==> src/rtl/tap_controller.sv <==
// IEEE 1149.1 TAP controller: 16-state FSM on rising TCK, control flops on falling TCK, gated IR/DR clocks.
// Defining TAP_STATE_DBG_EN adds the TapState[3:0] debug output carrying the state register.
module tap_controller (
    input  logic       TCK,
    input  logic       TRST,
    input  logic       TMS,
    output logic       TapReset,
    output logic       ShiftIR,
    output logic       ClockIR,
    output logic       UpdateIR,
    output logic       ShiftDR,
    output logic       ClockDR,
    output logic       UpdateDR,
    output logic       Select,
    output logic       Enable
`ifdef TAP_STATE_DBG_EN
    ,
    output logic [3:0] TapState
`endif
);
    localparam logic [3:0] TLR   = 4'hF, RTI     = 4'hC, SELDR = 4'h7, CAPDR = 4'h6;
    localparam logic [3:0] SHDR  = 4'h2, EX1DR   = 4'h1, PAUSEDR = 4'h3, EX2DR = 4'h0;
    localparam logic [3:0] UPDDR = 4'h5, SELIR   = 4'h4, CAPIR = 4'hE, SHIR  = 4'hA;
    localparam logic [3:0] EX1IR = 4'h9, PAUSEIR = 4'hB, EX2IR = 4'h8, UPDIR = 4'hD;

    logic [3:0] state_q, state_d;
    logic tap_reset_q, shift_ir_q, shift_dr_q, enable_q, select_q;
    logic update_ir_q, update_dr_q, clk_en_ir_q, clk_en_dr_q;
    logic tap_reset_d, shift_ir_d, shift_dr_d, enable_d, select_d;
    logic update_ir_d, update_dr_d, clk_en_ir_d, clk_en_dr_d;

    // State register, advanced on rising TCK
    always_ff @(posedge TCK or negedge TRST) begin
        if (!TRST) begin
            state_q <= TLR;
        end else begin
            state_q <= state_d;
        end
    end

    // Next-state logic steered by TMS
    always_comb begin
        state_d = state_q;
        case (state_q)
            TLR:     state_d = TMS ? TLR   : RTI;
            RTI:     state_d = TMS ? SELDR : RTI;
            SELDR:   state_d = TMS ? SELIR : CAPDR;
            SELIR:   state_d = TMS ? TLR   : CAPIR;
            CAPDR:   state_d = TMS ? EX1DR : SHDR;
            SHDR:    state_d = TMS ? EX1DR : SHDR;
            EX1DR:   state_d = TMS ? UPDDR : PAUSEDR;
            PAUSEDR: state_d = TMS ? EX2DR : PAUSEDR;
            EX2DR:   state_d = TMS ? UPDDR : SHDR;
            UPDDR:   state_d = TMS ? SELDR : RTI;
            CAPIR:   state_d = TMS ? EX1IR : SHIR;
            SHIR:    state_d = TMS ? EX1IR : SHIR;
            EX1IR:   state_d = TMS ? UPDIR : PAUSEIR;
            PAUSEIR: state_d = TMS ? EX2IR : PAUSEIR;
            EX2IR:   state_d = TMS ? UPDIR : SHIR;
            UPDIR:   state_d = TMS ? SELDR : RTI;
            default: state_d = TLR;
        endcase
    end

    // Control decode of the current state, registered on the following falling TCK
    always_comb begin
        tap_reset_d = 1'b0;
        shift_ir_d  = 1'b0;
        shift_dr_d  = 1'b0;
        enable_d    = 1'b0;
        select_d    = 1'b0;
        update_ir_d = 1'b0;
        update_dr_d = 1'b0;
        clk_en_ir_d = 1'b0;
        clk_en_dr_d = 1'b0;
        case (state_q)
            TLR:   tap_reset_d = 1'b1;
            CAPIR: begin
                select_d    = 1'b1;
                clk_en_ir_d = 1'b1;
            end
            SHIR: begin
                select_d    = 1'b1;
                shift_ir_d  = 1'b1;
                enable_d    = 1'b1;
                clk_en_ir_d = 1'b1;
            end
            EX1IR, PAUSEIR, EX2IR: select_d = 1'b1;
            UPDIR: begin
                select_d    = 1'b1;
                update_ir_d = 1'b1;
            end
            CAPDR: clk_en_dr_d = 1'b1;
            SHDR: begin
                shift_dr_d  = 1'b1;
                enable_d    = 1'b1;
                clk_en_dr_d = 1'b1;
            end
            UPDDR: update_dr_d = 1'b1;
            default: tap_reset_d = 1'b0;
        endcase
    end

    // Falling-edge control flops; clock enables only move while TCK is low
    always_ff @(negedge TCK or negedge TRST) begin
        if (!TRST) begin
            tap_reset_q <= 1'b1;
            shift_ir_q  <= 1'b0;
            shift_dr_q  <= 1'b0;
            enable_q    <= 1'b0;
            select_q    <= 1'b0;
            update_ir_q <= 1'b0;
            update_dr_q <= 1'b0;
            clk_en_ir_q <= 1'b0;
            clk_en_dr_q <= 1'b0;
        end else begin
            tap_reset_q <= tap_reset_d;
            shift_ir_q  <= shift_ir_d;
            shift_dr_q  <= shift_dr_d;
            enable_q    <= enable_d;
            select_q    <= select_d;
            update_ir_q <= update_ir_d;
            update_dr_q <= update_dr_d;
            clk_en_ir_q <= clk_en_ir_d;
            clk_en_dr_q <= clk_en_dr_d;
        end
    end

    assign TapReset = tap_reset_q;
    assign ShiftIR  = shift_ir_q;
    assign ShiftDR  = shift_dr_q;
    assign Enable   = enable_q;
    assign Select   = select_q;
    assign UpdateIR = update_ir_q;
    assign UpdateDR = update_dr_q;
    assign ClockIR  = TCK & clk_en_ir_q;
    assign ClockDR  = TCK & clk_en_dr_q;
`ifdef TAP_STATE_DBG_EN
    assign TapState = state_q;
`endif
endmodule

==> config.mk <==
export PLATFORM = sky130hd
export DESIGN_NAME = tap_controller
export DESIGN_NICKNAME = d
export VERILOG_FILES = /design/src/rtl/tap_controller.sv
export SDC_FILE = /design/constraint.sdc
export NUM_CORES = 1
export LEC_CHECK = 0
export ABC_AREA = 1
export CAP_MARGIN = 15
export CORE_AREA = 2 2 39 41
export DETAILED_ROUTE_END_ITERATION = 10
export DIE_AREA = 0 0 41 43
export GPL_TIMING_DRIVEN = 0
export PLACE_DENSITY = 0.73
export SLEW_MARGIN = 25
export SYNTH_ARGS = -nofsm -noshare
export SYNTH_HDL_FRONTEND = slang
export SYNTH_SLANG_ARGS = --single-unit
==> constraint.sdc <==
create_clock -name TCK -period 1.5 [get_ports TCK]
set_input_delay 0.45 -clock TCK [delete_from_list [all_inputs] [get_ports TCK]]
set_output_delay 0.45 -clock TCK [all_outputs]
set_load 0.03 [all_outputs]
---- Word-level counts from Yosys, hierarchy flattened ----
Cells that the tools add are included.
word-level totals
  memories ................................ 0
  output and inout bits ................... 9
  bits in registers ....................... 13
  latch bits .............................. 0
  bits of input ports ..................... 3
  RAM bits ................................ 0
  word-level logic and storage cells ...... 55
  ROM bits ................................ 0
operators by class
  bitwise gates (word level) .............. 2
  add/subtract/negate cells ............... 0
  magnitude comparators ................... 0
  mux-type cells .......................... 22
  reduce and logical (&&, ||, !) cells .... 6
  shifts and indexed selects .............. 0
  div/mod/pow operators ................... 0
  $mul .................................... 0
  eq/ne operators ......................... 15
operator list
  kind                                                             count
  4-bit one-hot mux with 12 select lines                           1
  4-bit == test, second input constant                             8
  4-bit by 3-bit == test with 1-bit output, second input constant  4
  2-bit 2-to-1 mux                                                 6
  3-bit 2-to-1 mux                                                 4
  1-bit 2-to-1 mux                                                 10
  4-bit by 2-bit == test with 1-bit output, second input constant  2
  2-bit OR reduction                                               3
  6-bit OR reduction                                               1
  4-bit by 1-bit == test with 1-bit output, second input constant  1
  4-bit logical NOT                                                1
  4-bit 2-to-1 mux                                                 1
  3-bit OR reduction                                               1
  1-bit bitwise AND                                                2

---- Logic depth before layout (Yosys ltp) ----
Gate-level depths: netlist of run 1.
  word-level depth ........................ 3
  depth in mapped cells ................... 7
  mapped depth without buffers ............ 7

==> flow_summary.ini, run 1 <==
[placed_design]
dp_cells = 92
hpwlAfterDp_um = 741.7
routabilityCongestion = 0.9049
numPortBuffers = 11
place_ws_ns = -0.8464

[power_and_ir_drop]
leakage_nw = 0.5621
vdd_drop_max_uv = 1285
power_density_nw_per_um2 = 2290

[clock_tree]
ctsHoldBuffers = 0
insertion_delay_ns = 0.45
cts_tree = done
cts.clk_slew.worst_paths_ns = 0.08

[global_routing]
gr-total-overflow = 0
antenna_found_initial = 0
grt_max_degree = 14
grt_pass1_wl_mm = 2.187
grt_usage = 0.2069
grt_pass1_vias = 544

[setup_path]
cp_max_fo = 1
crit_family = flip-flops
slowest_stage = dfstp_2
setup.worst_path.end_class = primary output
start_kind = flip-flop
crit_chain = buf_6
crit_required_ns = 1.05
r2r-start = state_q[0]
slowest_delay_ns = 0.51
worstPathArrival_ns = 1.83
worst-path-buf-inv = 1
startpoint = TapReset
path_class = flip-flop to primary output

[cells_and_area]
finalNonFillerCells = 118
drive_gt1_frac = 0.6471
final_nets = 106
multi_input_area_um2 = 234.0
fin_util = 0.7161
fillers = 97
regArea_um2 = 331.6
syn2layout_area_growth_pct = 74.45
diodes = 0

[yosys]
synth_top_family_by_area = simple AND/OR/NAND/NOR gates
synth-async-reset-ratio = 1.000
synth_commonest_cells = nand2_1 (11), inv_1 (9), dfrtn_1 (8)
syn_area_per_cell_um2 = 8.739
yosysTopAreaCellShare = 0.3524
synthCells = 65
synthSimpleGateAreaFrac = 0.2445
synth-compound-area-share = 0.06388
synth_xor_area_frac = 0
ys_types = 17
synthesis.area_um2 = 568.0
synthTopCellsByArea = dfrtn_1 (35%), dfstp_2 (23%), nand2_1 (7.3%), nand2_2 (6.6%), inv_1 (5.9%)
syn-num-nets = 68
ys_seq_area_frac = 0.5837
synth_warnings = 0
muxShareOfSynthArea = 0
synth_seq_cells = 13
synth_top_area_cell = dfrtn_1
synth_fa_ha_area_frac = 0
synth_edf_count = 0
synth_top_flop_cell = dfrtn_1
yosysMostFrequentCell = nand2_1

[route]
ant_nets = 0
wl_per_cell_um = 12.86
wl_mm = 1.517
vias = 560
viasPerCell = 4.746
drt_iter0_markers = 8
drc = 0
firstDrtPassIters = 4

[sta]
finalSetupViolCount = 20
rsz0062_at_grt = yes
tightest_slew_ns = 0.5370
fin_ws_ns = -0.7848
max_slew_margin = 0.6420
skew_ns = 0.06287
final-hold-violation-count = 0
slew_violations = 0

[outcome]
violations = setup timing
status = complete, but fails checks

[floorplanning]
start_util = 0.4105
fp-row-count = 14
boundaryPins = 12
die_area_um2 = 1763
die_w_um = 41
chipHeight_um = 43
core-area_um2 = 1384

[flow_run]
max_cap_violations = 0

[min_path]
holdCritPathClass = primary input to async pin
==> power by group <==
group          leakage, nW  switching, W  internal (W)
Combinational        0.330      0.000626      0.000571
Clock               0.0714      0.000204      0.000248
Sequential           0.161      0.000108      0.000512
==> through the flow <==
stage	power, W	instance area [µm²]	TNS, ns	hold WS (ns)
after floorplan	0.001171	595.6	-3.597	0.3022
after global placement	0.001370	725.7	-12.06	0.5643
after detailed placement	0.001382	725.7	-12.37	0.5729
after CTS	0.002098	938.4	-7.847	0.5152
after global routing	0.002392	991.0	-8.612	0.5722
final	0.002269	991.0	-8.053	0.4764
==> layer usage <==
layer,wire length (µm),global-route usage
met5,0,0
met1,529,0.1926
met3,109,0.1309
met4,36,0.1600
met2,841,0.3031
==> cells by family after synthesis <==
| group | Yosys count |
|---|---|
| DFF | 13 |
| buffers and inverters | 16 |
| AOI/OAI and AO/OA | 7 |
| and+or+nand+nor | 29 |
==> final timing paths <==
path,to,slack [ns],cells after the start
setup / recovery,TapReset,-0.78,1
hold / removal,state_q[0],0.48,1
setup reg to reg,Select,-0.29,5
hold reg to reg,state_q[2],0.67,3
max in group asynchronous,TapReset,0.30,1
min in group TCK,state_q[1],0.64,3
==> layout by cell type (no fill, tap or decap), drive strengths merged <==
cell type | netlist | routed
dlygate4sd2 | 0 | 1
nor3 | 2 | 2
clkbuf | 0 | 7
a21oi | 3 | 3
nand2 | 17 | 17
nand3 | 4 | 4
dfrtn | 8 | 8
dfstp | 5 | 5
o21ai | 3 | 3
inv | 14 | 16
buf | 1 | 28
a31oi | 1 | 1
nor2 | 6 | 6
clkdlybuf4s50 | 0 | 1
==> area by class of cell <==
class                   count  area share
flip-flops and latches     13      0.3346
plain buffers               1     0.01136
inverters                  12     0.05303
well taps                  16     0.02020
clock buffers               9     0.07576
multi-input cells          36      0.2361
clock inverters             4     0.01515
repair buffers             27      0.2538
==> flip-flops by register name (all words and copies together) (netlist names) <==
| signal | cells |
|---|---|
| ShiftIR | 1 |
| ShiftDR | 1 |
| Select | 1 |
| state_q | 4 |
| UpdateDR | 1 |
| clk_en_dr_q | 1 |
| UpdateIR | 1 |
| clk_en_ir_q | 1 |
| Enable | 1 |
| TapReset | 1 |
==> timing repair <==
action,in CTS,in global routing
resized for setup,74,10
setup buffers,15,4
setup endpoints to repair,21,20
pin swaps,5,4
gates cloned,0,0
Power figures use the tool's default switching activity.
==> run 2, diff against run 1 <==
HOLD_SLACK_MARGIN = 0.12   (was default)
==> results of run 2 <==
Same layout as run 1: the final DEF is identical, and so are final timing and power.
